**src/rtl/gardner_loop_ctrl.sv**
```systemverilog
// Sequencing controller for the Gardner timing-recovery loop: flush, wide-gain
// acquisition, narrow-gain tracking, windowed |error| lock detection and re-acquire.
module gardner_loop_ctrl #(
    parameter int WIDTH          = 16,
    parameter int ACQ_SYMBOLS    = 256,
    parameter int WIN_LOG2       = 6,
    parameter int LOCK_WINDOWS   = 4,
    parameter int UNLOCK_WINDOWS = 2,
    parameter int FLUSH_CYCLES   = 4
) (
    input  logic                    clk,
    input  logic                    rst,
    input  logic                    enable,
    input  logic                    sym_valid,
    input  logic signed [WIDTH-1:0] error_n,
    input  logic [3:0]              SHIFT_ACQ,
    input  logic [3:0]              SHIFT_TRACK,
    input  logic [WIDTH-1:0]        LOCK_THRESH,
    output logic [3:0]              gardner_shift,
    output logic                    corr_rst,
    output logic                    locked,
    output logic [WIDTH-1:0]        lock_metric,
    output logic [2:0]              state_out
);

    localparam int ACC_W  = WIDTH + WIN_LOG2;
    localparam int ACQ_W  = $clog2(ACQ_SYMBOLS + 1);
    localparam int WIN_W  = WIN_LOG2 + 1;
    localparam int CNT_W  = (ACQ_W > WIN_W) ? ACQ_W : WIN_W;
    localparam int GOOD_W = $clog2(LOCK_WINDOWS + 1);
    localparam int BAD_W  = $clog2(UNLOCK_WINDOWS + 1);
    localparam int FL_W   = $clog2(FLUSH_CYCLES + 1);

    localparam logic [CNT_W-1:0]  ACQ_LAST   = CNT_W'(ACQ_SYMBOLS - 1);
    localparam logic [CNT_W-1:0]  WIN_LAST   = CNT_W'((1 << WIN_LOG2) - 1);
    localparam logic [GOOD_W-1:0] GOOD_LAST  = GOOD_W'(LOCK_WINDOWS - 1);
    localparam logic [BAD_W-1:0]  BAD_LAST   = BAD_W'(UNLOCK_WINDOWS - 1);
    localparam logic [FL_W-1:0]   FLUSH_LAST = FL_W'(FLUSH_CYCLES - 1);

    typedef enum logic [2:0] {
        IDLE   = 3'd0,
        FLUSH  = 3'd1,
        ACQ    = 3'd2,
        TRACK  = 3'd3,
        LOCKED = 3'd4
    } state_t;

    // Magnitude with the most negative code clamped so it fits in WIDTH-1 bits.
    function automatic logic [WIDTH-1:0] abs_sat(input logic signed [WIDTH-1:0] x);
        logic [WIDTH-1:0] r;
        if (x == {1'b1, {(WIDTH-1){1'b0}}}) begin
            r = {1'b0, {(WIDTH-1){1'b1}}};
        end else if (x[WIDTH-1]) begin
            r = -x;
        end else begin
            r = x;
        end
        return r;
    endfunction

    state_t             state_r;
    state_t             state_nx_s;
    logic [CNT_W-1:0]   sym_cnt_r;
    logic [ACC_W-1:0]   acc_r;
    logic [GOOD_W-1:0]  good_cnt_r;
    logic [BAD_W-1:0]   bad_cnt_r;
    logic [FL_W-1:0]    flush_cnt_r;

    logic [WIDTH-1:0]   abs_s;
    logic [ACC_W-1:0]   sum_s;
    logic [ACC_W-1:0]   shifted_s;
    logic [WIDTH-1:0]   avg_s;
    logic               in_win_s;
    logic               win_last_s;
    logic               good_s;

    // Window datapath and next-state decision; enable low overrides everything.
    always_comb begin
        abs_s      = abs_sat(error_n);
        sum_s      = acc_r + ACC_W'(abs_s);
        shifted_s  = sum_s >> WIN_LOG2;
        avg_s      = shifted_s[WIDTH-1:0];
        in_win_s   = (state_r == TRACK) || (state_r == LOCKED);
        win_last_s = sym_valid && in_win_s && (sym_cnt_r == WIN_LAST);
        good_s     = avg_s < LOCK_THRESH;
        state_nx_s = state_r;
        case (state_r)
            IDLE: begin
                if (enable) state_nx_s = FLUSH;
                else        state_nx_s = IDLE;
            end
            FLUSH: begin
                if (flush_cnt_r == FLUSH_LAST) state_nx_s = ACQ;
                else                           state_nx_s = FLUSH;
            end
            ACQ: begin
                if (sym_valid && (sym_cnt_r == ACQ_LAST)) state_nx_s = TRACK;
                else                                      state_nx_s = ACQ;
            end
            TRACK: begin
                if (win_last_s && good_s && (good_cnt_r == GOOD_LAST)) state_nx_s = LOCKED;
                else                                                   state_nx_s = TRACK;
            end
            LOCKED: begin
                if (win_last_s && !good_s && (bad_cnt_r == BAD_LAST)) state_nx_s = FLUSH;
                else                                                  state_nx_s = LOCKED;
            end
            default: state_nx_s = IDLE;
        endcase
        if (!enable) begin
            state_nx_s = IDLE;
        end else begin
            state_nx_s = state_nx_s;
        end
    end

    // State, counters and registered outputs; outputs are decoded from the next state.
    always_ff @(posedge clk) begin
        if (rst) begin
            state_r       <= IDLE;
            sym_cnt_r     <= '0;
            acc_r         <= '0;
            good_cnt_r    <= '0;
            bad_cnt_r     <= '0;
            flush_cnt_r   <= '0;
            gardner_shift <= 4'd0;
            corr_rst      <= 1'b1;
            locked        <= 1'b0;
            lock_metric   <= '0;
            state_out     <= 3'd0;
        end else begin
            state_r       <= state_nx_s;
            state_out     <= state_nx_s;
            corr_rst      <= (state_nx_s == IDLE) || (state_nx_s == FLUSH);
            locked        <= (state_nx_s == LOCKED);
            gardner_shift <= ((state_nx_s == TRACK) || (state_nx_s == LOCKED)) ? SHIFT_TRACK : SHIFT_ACQ;
            if (enable && win_last_s) begin
                lock_metric <= avg_s;
            end
            // Every state change (and IDLE itself) starts counting from scratch.
            if ((state_nx_s != state_r) || (state_r == IDLE)) begin
                sym_cnt_r   <= '0;
                acc_r       <= '0;
                good_cnt_r  <= '0;
                bad_cnt_r   <= '0;
                flush_cnt_r <= '0;
            end else begin
                case (state_r)
                    FLUSH: flush_cnt_r <= flush_cnt_r + FL_W'(1);
                    ACQ: begin
                        if (sym_valid) sym_cnt_r <= sym_cnt_r + CNT_W'(1);
                    end
                    TRACK, LOCKED: begin
                        if (win_last_s) begin
                            acc_r     <= '0;
                            sym_cnt_r <= '0;
                            if (state_r == TRACK) begin
                                good_cnt_r <= good_s ? (good_cnt_r + GOOD_W'(1)) : '0;
                            end else begin
                                bad_cnt_r  <= good_s ? '0 : (bad_cnt_r + BAD_W'(1));
                            end
                        end else if (sym_valid) begin
                            acc_r     <= sum_s;
                            sym_cnt_r <= sym_cnt_r + CNT_W'(1);
                        end
                    end
                    default: ;
                endcase
            end
        end
    end

endmodule

```
**config.mk**
```make
export PLATFORM = sky130hd
export DESIGN_NAME = gardner_loop_ctrl
export DESIGN_NICKNAME = d
export VERILOG_FILES = /design/src/rtl/gardner_loop_ctrl.sv
export SDC_FILE = /design/constraint.sdc
export NUM_CORES = 1
export LEC_CHECK = 0
export ABC_AREA = 1
export BUFFER_PORTS_ARGS = -buffer_cell sky130_fd_sc_hd__buf_2
export CORE_UTILIZATION = 58
export DETAILED_ROUTE_END_ITERATION = 8
export PLACE_DENSITY = 0.9
export SYNTH_ARGS = -nofsm -noshare
export SYNTH_HDL_FRONTEND = slang
export SYNTH_SLANG_ARGS = --single-unit
```
**constraint.sdc**
```tcl
create_clock -name clk -period 7.4 [get_ports clk]
set_input_delay 0.74 -clock clk [delete_from_list [all_inputs] [get_ports clk]]
set_output_delay 0.74 -clock clk [all_outputs]
set_load 0.005 [all_outputs]
```
# Word level (Yosys, flattened, before mapping)
# Cells that the tools add are included.
dict set report op_classes {
  n_lt_le_gt_ge 1
  div_mod_pow 0
  mux 16
  n_reduce_logical 22
  bitwise_logic 1
  mul 0
  eq_ne 14
  shifts 0
  add_sub_neg 6
}
# cell n
set op_table {}
lappend op_table {{$mux 22} 2}
lappend op_table {{$mux 16} 2}
lappend op_table {{$add 22x16->22} 1}
lappend op_table {{$mux 9} 2}
lappend op_table {{$pmux 9 s2} 1}
lappend op_table {{$eq 16x16->1 const B} 1}
lappend op_table {{$lt 16x16->1} 1}
lappend op_table {{$neg 16->16} 1}
lappend op_table {{$eq 3x2->1 const B} 5}
lappend op_table {{$pmux 3 s5} 1}
lappend op_table {{$mux 3} 4}
lappend op_table {{$add 9x1->9 const B} 1}
lappend op_table {{$eq 9x6->1 const B} 1}
lappend op_table {{$eq 9x8->1 const B} 1}
lappend op_table {{$logic_and 1x1->1} 8}
lappend op_table {{$add 3x1->3 const B} 2}
lappend op_table {{$eq 3x1->1 const B} 2}
lappend op_table {{$eq 3x3->1 const B} 2}
lappend op_table {{$logic_not 3->1} 2}
lappend op_table {{$reduce_and 3->1} 2}
lappend op_table {{$logic_or 1x1->1} 4}
lappend op_table {{$mux 2} 2}
lappend op_table {{$mux 4} 1}
lappend op_table {{$reduce_bool 2->1} 2}
lappend op_table {{8 further kinds} 9}
dict set report totals {
  latchBits 0
  elab_cells 70
  regBits 64
  mem_bits_ro 0
  ram_bits 0
  input_bits 44
  mem_count 0
}

# Depth between registers and ports, before layout
# Gate-level depths: netlist of run 1.
dict set report logic_depth {
  depth_word 14
  mapped_depth 42
  ltp_nobuf 39
}

# Worst setup path after synthesis of run 1
# No wires, ideal clock.
dict set report synth_timing {
  kind {input to register}
  from {input port error_n[0]}
  to {register sym_cnt_r[8]}
  setup_slack_ns 1.543
  arrival_time_ns 5.739
  required_time_ns 7.282
  n_path_buf 3
  setup_time_ns 0.118
  path_stages 39
  path_cell_list {inv_1 > ha_1 > inv_1 > nor4_1 > nand2_1 > nor3_1 > nand3_1 > clkbuf_1 > nand2_1 > ha_1 > inv_1 > fa_1 > inv_1 > nand2_1 > nand3_1 > a21boi_0 > o21ai_0 > nand3_1 > [3 not listed] > a21boi_0 > o21ai_0 > nand2_1 > ha_1 > nand2_1 > nor2_1 > a2111oi_0 > nand2_1 > nor2_1 > nand2_1 > nand2_1 > nand2_2 > nand2_1 > nand2_1 > nand3_1 > buf_4 > buf_6 > nor2_2}
}
dict set report synth_between {
  elab_chain_cells 14
  elab_cells_between_ends 18
}
# element line
set synth_rtl {}
lappend synth_rtl {{start, declared} 15} ;# input logic signed [WIDTH-1:0] error_n,
lappend synth_rtl {{$neg 16->16} 54} ;# r = -x;
lappend synth_rtl {{$mux 16} 53} ;# end else if (x[WIDTH-1]) begin
lappend synth_rtl {{$mux 16 (*)} 51} ;# if (x == {1'b1, {(WIDTH-1){1'b0}}}) begin
lappend synth_rtl {{$add 22x16->22 (*)} 80} ;# sum_s = acc_r + ACC_W'(abs_s);
lappend synth_rtl {{via sum_s[20]} 70} ;# logic [ACC_W-1:0] sum_s;
lappend synth_rtl {{$lt 16x16->1 (*)} 85} ;# good_s = avg_s < LOCK_THRESH;
lappend synth_rtl {{$logic_not 1->1} 105} ;# if (win_last_s && !good_s && (bad_cnt_r == BAD_LAST)) state_nx_s = FLUSH;
lappend synth_rtl {{$logic_and 1x1->1 (2 in series)} 105}
lappend synth_rtl {{$mux 3} 105}
lappend synth_rtl {{$pmux 3 s5 (*)} 87} ;# case (state_r)
lappend synth_rtl {{$mux 3 (*)} 110} ;# if (!enable) begin
lappend synth_rtl {{$ne 3x3->1 (*)} 141} ;# if ((state_nx_s != state_r) || (state_r == IDLE)) begin
lappend synth_rtl {{$logic_or 1x1->1 (*)} 141}
lappend synth_rtl {{$reduce_or 2->1 (no source line) (*)} -}
lappend synth_rtl {{end signal, assigned} 151} ;# if (sym_valid) sym_cnt_r <= sym_cnt_r + CNT_W'(1);
lappend synth_rtl {{end signal, assigned} 164} ;# sym_cnt_r <= sym_cnt_r + CNT_W'(1);
lappend synth_rtl {{end, declared} 63} ;# logic [CNT_W-1:0] sym_cnt_r;
# Mark *: on every way through the listed nets, which the timed path passes. The rest lies on a longest branch.
# A chain may end at the register's enable or synchronous reset.

# Final worst setup path of run 1
dict set report layout_timing {
  from {input port error_n[0]}
  to {register sym_cnt_r[1]}
}
# Same word-level chain as after synthesis.

==> results.txt, run 1 <==
From synthesis to final layout, the design area changed by 13.1%. Counting every net in the synthesized netlist gives 759. The detailed router placed 4435 vias in this run. On the final layout, the worst hold slack is 0.504 ns.

For the final max-slew violation count, the log shows 0. The number of clock buffers added by TritonCTS is 9. Setup repair after global routing left no endpoint under its margin. The time the worst path needs with I/O delays and setup was 6.63 ns; the required time of the critical path was 7.62 ns.

Yosys printed 0 warnings. The run gives 0.0423 as the met3 routing resource usage after global routing. The run gives 0.608 as the starting utilization of the core area. At the pin with the least slew margin, the transition time is 0.546 ns. The register cell area after layout came out at 1280 sq um.

The worst setup path is launched from a primary input. Via density per instance: 5.25. In this run the critical register-to-register path is captured at sym_cnt_r[1]$_SDFFE_PP0P_.

Wires add up to 10300 um. The run gives 0 as the number of post-CTS setup repair buffers. Among the stages of the critical path, the cell type that occurs most often is nand2_1. The tree is rooted in a clkbuf_8.

Remaining antenna violation count: 0. The number of cells on the worst hold path is 2. The path with the worst hold slack has its endpoint at lock_metric[7]$_SDFFE_PP0P_. After synthesis the cells add up to 4480 sq um.

Count of mapped cells out of synthesis: 674. The run gives 5 as the number of detailed-route iterations in the first pass. The initialized floorplan defines 31 standard-cell rows.

Setup violations remaining at the end of the flow were counted as 0. The number of global-route vias before repair is 4034. In the post-synthesis netlist, the biggest area contributors are dfxtp_1 (29%), ha_1 (11%), nand2_1 (11%), inv_1 (11%), nor2_1 (6.6%). The arithmetic-cell share of the synthesized area counting full adders, half adders and majority gates was 0.116; the fraction of synthesis flops using an asynchronous set or reset pin was 0.

The synthesized design contains 64 register bits. For this design, the slowest cell found on the critical path is a2111oi_0. The worst-case IR drop observed on VDD is 75.9 uV.

The most used flip-flop cell after synthesis is dfxtp_1. The largest fanout on the critical path is 39. Floorplan core area: 7370 sq um. The final clock period utilization by the worst path works out to 0.896. After synthesis, the netlist uses 39 different library cells.

During placement, the flow inserted port buffers numbering 68. The worst setup path is captured at a flip-flop. Dividing the detail-routed wire length by the instance count gives 12.2 um.

Across all register-to-register paths, the minimum setup slack is 2.42 ns. The tools report the area used by multi-input combinational logic as 2640 sq um. The number of cells on the worst reg-to-reg path is 24.

In this run the horizontal extent of the chip is 89.9 um. The number of antenna diodes in the final layout is 0. The run finished with clean final reports.

The tightest slew margin relative to the limit came out at 0.627. The global routing usage on met1 is 0.324. For this run, the post-layout net count is 825. The worst hold path begins at lock_metric[7]$_SDFFE_PP0P_. The overall overflow remaining after global route was 0; the proportion of layout cells with a drive suffix above 1 was 0.150. met2 is the most crowded layer. The proportion of synthesized chip area in sequential cells came out at 0.286.

After synthesis, the largest family of logic cells by area is simple AND/OR/NAND/NOR gates. The highest cell delay on the worst timing path was 0.49 ns; the die span in y was 89.9 um. Derived from the worst setup path, the maximum achievable clock frequency is 0.151 GHz.

The fraction of synthesized area in multiplexers is 0.00447, and the final clock skew is 0.0132 ns. The pin count of the biggest net entering global routing was 40. nand2_1 is the most common cell in the netlist.

For the wire length of the first global-routing pass, the log shows 17400 um. The fraction of the mapped netlist area in simple logic gates came out at 0.277. Portion of synthesized cell area occupied by the leading cell type: 0.286. The share of the synthesized netlist area taken by xor and xnor gates was 0.0528; the full die area was 8080 sq um. The complex-gate fraction of the synthesized area is 0.138, and the number of max-cap violations is 0.

The biggest area contributor in the post-synthesis netlist is dfxtp_1. Clock latency on the worst-skew pair, taken at its later pin, is 0.35 ns. The global router's overall resource usage is 0.261.

The clock tree synthesis step divided the H-tree into 3 levels. The mean instance size in the synthesized netlist was 6.65 sq um. No sink is reached through more buffers than the 2 on the longest clock path.

Routability-driven placement finished with a final weighted congestion of 0.868. Counting the fill cells in the layout gives 616. The count of final hold-check violations was 0; the clock slew seen by the registers of the worst setup and hold paths was 0.07 ns. The startpoint identified for the worst register-to-register timing path is acc_r[2]$_SDFFE_PP0P_. The final-layout setup total negative slack is 0 ns, and the arrival time of the worst setup path is 6.85 ns.

Detailed placement finished with a half-perimeter wire length of 7880 um. Counting every sink on the clock net gives 64. The number of ports placed on the die boundary was 69.

The cell area power density was 141 nW/um^2. TritonCTS built the clock tree. By startpoint and endpoint, the worst setup path is classified as primary input to flip-flop. The first routing iteration left 264 violations.

The run gives 0.456 as the global routing met2 resource utilization. The logs give 0 for the post-detailed-route DRC marker count and 0.00251 uW for the standby leakage power. In the synthesized netlist, the cells that appear most often are nand2_1 (127), inv_1 (126), nor2_1 (79), dfxtp_1 (64), ha_1 (40). The fraction of the core area covered by cells at the end of the flow was 0.688; the initial antenna violation count was 0. Counting flops with a built-in enable in the synthesized netlist gives 0. The tightest min-delay check is of the flip-flop to flip-flop type.
==> through the flow <==
stage                     cell area (sq um)  worst slack (ns)  std cells  total power (uW)
after floorplan                        4480              1.54        674               416
after global placement                 4890             0.663        828               444
after detailed placement               4890             0.376        828               448
after CTS                              5060             0.759        844               717
after global routing                   5070            0.0841        844               749
final                                  5070             0.769        844               716
==> critical path, delay by kind of cell <==
family | cells | cell delay [ns]
buf+inv | 7 | 0.90
compound gates | 4 | 1.14
simple gates | 25 | 3.18
fa+ha+maj | 4 | 0.84
==> logic make-up after synthesis <==
| family | Yosys count |
|---|---|
| AND/OR/NAND/NOR | 289 |
| buffers and inverters | 146 |
| AO/OA/AOI/OAI | 105 |
| flip-flops | 64 |
| adder cells (fa/ha/maj) | 41 |
| XOR/XNOR | 27 |
| multiplexers | 2 |
==> what timing repair did <==
item / 4_1_cts / 5_1_grt
endpoints found under the setup margin: 0 / 3
hold buffers: 0 / 0
resized for setup: 0 / 1
==> final cells by class <==
type,instances,area share
clock inverters,4,0.00592
well taps,99,0.0244
repair buffers,70,0.0701
inverters,131,0.0970
clock buffers,12,0.0286
flip-flops and latches,64,0.253
multi-input cells,464,0.521
==> worst max-delay path by stage <==
stage,slack [ns],cells past startpoint,from,to
floorplan,1.54,39,error_n[0],sym_cnt_r[8]$_SDFFE_PP0P_
global placement,0.66,38,error_n[0],sym_cnt_r[0]$_SDFFE_PP0P_
detailed placement,0.38,40,error_n[0],sym_cnt_r[1]$_SDFFE_PP0P_
CTS,0.76,40,error_n[0],sym_cnt_r[1]$_SDFFE_PP0P_
global route,0.08,38,error_n[0],sym_cnt_r[1]$_SDFFE_PP0P_
finish,0.77,40,error_n[0],sym_cnt_r[1]$_SDFFE_PP0P_
==> registers in the layout, indices dropped and copies added, names as in the netlist <==
name,count
acc_r,22
bad_cnt_r,2
locked,1
corr_rst,1
good_cnt_r,3
gardner_shift,4
lock_metric,16
state_r,3
flush_cnt_r,3
sym_cnt_r,9
==> routing by layer <==
metal  share of wire  vias to the layer above
met4           0.017                        0
met2            0.47                      126
met5               0                        -
li1                -                     2277
met3           0.052                       18
met1            0.46                     2014
==> cell usage in the layout (no fill, tap or decap), types with 2 or more instances in the layout <==
cell / count
a21boi_0: 2
o31ai_1: 4
xnor2_1: 6
nor3_1: 12
buf_4: 2
mux2i_1: 2
ha_1: 40
nand3_1: 35
buf_2: 68
nand4_1: 6
dfxtp_1: 64
a21oi_1: 36
o21ai_0: 36
o22ai_1: 5
a22o_1: 4
o211ai_1: 9
nor2_2: 13
nand3b_1: 3
clkbuf_1: 2
and2_1: 2
or2_2: 4
nand2_2: 2
a22oi_1: 2
a211oi_1: 2
xor2_1: 21
nor2_1: 79
inv_1: 126
nor4_1: 3
nand2_1: 127
clkbuf_8: 10
inv_2: 5
clkinv_4: 2
==> where the power goes <==
group	total (uW)	internal (uW)	switching (uW)	leakage (uW)
sequential	347	346	1.07	0.000517
combinational	94.6	36.4	58.2	0.00191
clock	275	131	143	0.0000866
total	716	514	202	0.00251
No activity file was read; power rests on OpenSTA's default activity.
==> run 2: changes to the inputs <==
ABC_AREA = 0   (was 1)
==> run 2 against run 1 <==
Maximum frequency decreased by 1.6%. Setup slack worse by 0.11 ns. Die area down 2.3%. Total power increased by 4.0%. Critical path depth shrank 13. Routed wire length is 0.34% higher. Synthesized cell count is 17% lower. Critical endpoint is now flush_cnt_r[2]$_SDFFE_PP0N_.
==> results.txt, run 2 <==
The largest voltage drop on the vdd net is 105 uV (+38%), and the proportion of layout cells with a drive suffix above 1 is 0.159 (+0.00832). The number of enable flip-flop cells after synthesis is 0 (unchanged). In the layout the commonest cells are nand2_1 (71), buf_2 (68), nor2_1 (66). The number of hold buffers added after cts is 0 (unchanged). The logs give 7250 sq um (-1.6%) for the floorplan core area and 0.603 (-0.00508) for the starting utilization of the core area. The net count of the mapped netlist was 647 (-15%); the full die area was 7890 sq um (-2.3%).

The type of the setup path with the least slack was primary input to flip-flop. The tools report the setup-violating endpoint count in the final report as 0 (unchanged). Leaving out fill and tap cells, the most frequent cell in the layout is nand2_1. The logs give 64 (+64%) for the count of cell types in the netlist and 0 (unchanged) for the count of final hold-check violations. The tools report the total wire length as 10400 um (+0.34%). The tightest min-delay check is of the flip-flop to flip-flop type. The count of mapped cells out of synthesis came out at 562 (-17%).

The number of inserted diodes was 0 (unchanged); the width of the chip was 88.8 um (-1.2%). The run gives 7.00 ns (+0.15 ns) as the arrival time of the worst setup path. The depth of the most critical reg-to-reg path is 20 (-17%), and the total clock sinks is 64 (unchanged).

For the H-tree depth, the log shows 3 (unchanged). TritonCTS built the clock tree. The total placed instance area is 4770 sq um (-2.5%). The worst hold path begins at lock_metric[4]$_SDFFE_PP0P_. The largest registers in the layout are acc_r (22), lock_metric (16), sym_cnt_r (9).

Final standard cell area without fillers: 4970 sq um (-2.0%). For the maximum number of buffers from clock root to sink, the log shows 2 (unchanged). The largest fanout on the critical path works out to 39 (unchanged).

The clock buffer count from CTS was 9 (unchanged); the wire length of the first global-routing pass was 16600 um (-4.8%). Ranked by instance count, the synthesized netlist is headed by nand2_1 (71), nor2_1 (66), dfxtp_1 (64), a21oi_1 (49), ha_1 (40). The total number of yosys warnings is 0 (unchanged).

Highest cell delay on the worst timing path: 0.42 ns (-0.07 ns). The tools report the maximum clock rate as 0.148 GHz (-1.6%). The run gives 40 (unchanged) as the pin count of the biggest net entering global routing.

The post-DP HPWL was 7830 um (-0.56%); the portion of synthesized cell area occupied by the leading cell type was 0.293 (+0.00703). Startpoint of the worst register-to-register path: acc_r[0]$_SDFFE_PP0P_. The worst setup path startpoint is error_n[5]. The post-synthesis cell area was 4370 sq um (-2.4%). Mean instance size in the synthesized netlist: 7.78 sq um (+17%). Counting flops per register, the top entry is acc_r.

The total of buffers placed on input and output ports came out at 68 (unchanged). The run gives 0 (unchanged) as the number of post-CTS setup repair buffers. The cell area power density is 150 nW/um^2 (+6.2%), and the proportion of synthesized chip area in sequential cells is 0.293 (+0.00703).

Following the worst setup path forward leads to its endpoint at flush_cnt_r[2]$_SDFFE_PP0N_. The synthesized design spends more area on one cell type than any other, namely dfxtp_1. The final max-slew violation count came out at 0 (unchanged).

The run finished with clean final reports. The number of inserted filler cells in the final layout is 581 (-5.7%), and the number of ports placed on the die boundary is 69 (unchanged). For the final weighted congestion of routability-driven global placement, the log shows 0.918 (+5.7%). The logs give 0 (unchanged) for the overall overflow remaining after global route and 0.450 ns (-0.0543 ns) for the worst hold margin. Most common flop cell mapped by yosys: dfxtp_1. The number of global-route vias before repair is 3789 (-6.1%), and the final clock period utilization by the worst path is 0.911 (+0.0149). The initial antenna violation count is 0 (unchanged), and the die span in y is 88.8 um (-1.2%). The logs give 31 (unchanged) for the row count and 2.42 ns (about the same) for the setup slack on the worst flop-to-flop path.

The clock slew seen by the registers of the worst setup and hold paths came out at 0.07 ns (about the same). The run gives 0 (unchanged) as the remaining antenna violation count. The worst setup path is captured at a flip-flop. Global router's overall resource usage: 0.271 (+0.0106).

Average routed wire per standard cell: 14.3 um (+17%). The insertion delay to the later sink of the worst-skew pair is 0.34 ns (about the same), and the number of max-cap violations is 0 (unchanged). The area growth from synthesis to layout was 13.5%.

The tightest slew margin relative to the limit came out at 0.382 (-0.245). The most common cell in the netlist is nand2_1. The time the worst path needs with I/O delays and setup is 6.74 ns (+0.110 ns), and the via count is 4246 (-4.3%). The post-synthesis sequential element count is 64 (unchanged). The net count of the finished layout is 706 (-14%). STA classifies the critical path startpoint as a primary input.

The tools report the buffer type at the clock tree root as clkbuf_8. The worst-path cell with the longest stage delay was or2_2. The slew at the pin closest to its max-slew limit was 0.924 ns (+0.379 ns); the post-detailed-route DRC marker count was 0 (unchanged). The run gives 0.685 (-0.00328) as the fraction of the core area covered by cells at the end of the flow. Setup repair after global routing left no endpoint under its margin. The final-layout setup total negative slack was 0 ns (unchanged); the flip-flop count of the largest register, all copies and words added was 22 (unchanged). By area the synthesized netlist is led by dfxtp_1 (29%), ha_1 (11%), nand2_1 (6.1%), nor2_1 (5.7%), a21oi_1 (5.6%). The fraction of synthesis flops using an asynchronous set or reset pin is 0 (unchanged), and the via density per instance is 5.87 (+12%). The standby leakage power is 0.00214 uW (-15%), and the DRC violation total after the first TritonRoute iteration is 292 (+11%).

The tools report the end of the worst register-to-register path as flush_cnt_r[2]$_SDFFE_PP0N_. The run gives 5 (unchanged) as the number of detailed-route iterations in the first pass. The required time of the critical path was 7.66 ns (+0.04 ns). For the final clock skew, the log shows 0.00897 ns (-0.00424 ns).
[run 2: cell types whose count changed after synthesis, moves of 7 or more]
cell | previous run | this run
inv_1 | 126 | 31
nand2_1 | 127 | 71
nand3_1 | 36 | 10
o21ai_0 | 36 | 17
a21oi_1 | 36 | 49
nor2_1 | 79 | 66
nor2_2 | 13 | 0
a22oi_1 | 2 | 14
xnor2_1 | 6 | 18
nor3_1 | 12 | 22
a21o_1 | 0 | 8
a31oi_1 | 0 | 8
nand2b_1 | 0 | 7
[run 2: report_power, final]
part           total (uW)  internal [uW]  leakage (uW)  switching [uW]
clock                 300            170     0.0000973             130
combinational        98.2           39.7       0.00153            58.6
sequential            347            346      0.000517           0.965
[run 2: critical path, delay by kind of cell]
kind | cells | cell delay (ns)
buffers and inverters | 3 | 0.37
adder cells (fa/ha/maj) | 3 | 0.92
AND/OR/NAND/NOR | 10 | 2.56
XOR/XNOR | 1 | 0.18
AO/OA/AOI/OAI | 10 | 2.20
[run 2: cell type report]
type | instances | area [sq um] | area share
Timing Repair Buffer | 70 | 368 | 0.0741
Tap cell | 99 | 124 | 0.0249
Inverter | 31 | 116 | 0.0234
Clock inverter | 3 | 42.5 | 0.00857
Multi-Input combinational cell | 445 | 2880 | 0.580
Sequential cell | 64 | 1280 | 0.258
Clock buffer | 11 | 151 | 0.0305
[run 2: timing repair]
item | 4_1_cts | 5_1_grt
gates resized for setup | 0 | 1
setup endpoints to repair | 0 | 8
hold endpoints to repair | 0 | 0
[run 2: worst min-delay path by stage]
stage                             endpoint  cells past startpoint
2_1_floorplan   good_cnt_r[1]$_SDFFE_PP0P_                      2
3_3_place_gp   lock_metric[5]$_SDFFE_PP0P_                      2
3_5_place_dp   lock_metric[4]$_SDFFE_PP0P_                      2
4_1_cts        lock_metric[4]$_SDFFE_PP0P_                      2
5_1_grt        lock_metric[8]$_SDFFE_PP0P_                      2
6_report       lock_metric[4]$_SDFFE_PP0P_                      2
[run 2: through the flow]
step,cells,setup WS [ns],power [uW]
global placement,709,0.692,447
finish,723,0.659,745
CTS,723,0.669,747
detailed placement,709,0.331,451
floorplan,562,1.31,418
global route,723,0.0622,774
[run 2: cells by family after synthesis]
group	share of synthesized area
buf+inv	0.0501
fa+ha+maj	0.119
mux	0.0209
flops	0.293
simple gates	0.231
xor+xnor	0.0701
compound gates	0.216
[run 2: per-layer routing]
layer  global-route usage  part of all wire  up-vias
met5                    0                 0        -
met4                0.104             0.027        0
met3               0.0578             0.049       33
met2                0.495              0.51      140
met1                0.308              0.42     1969
li1                     -                 -     2104
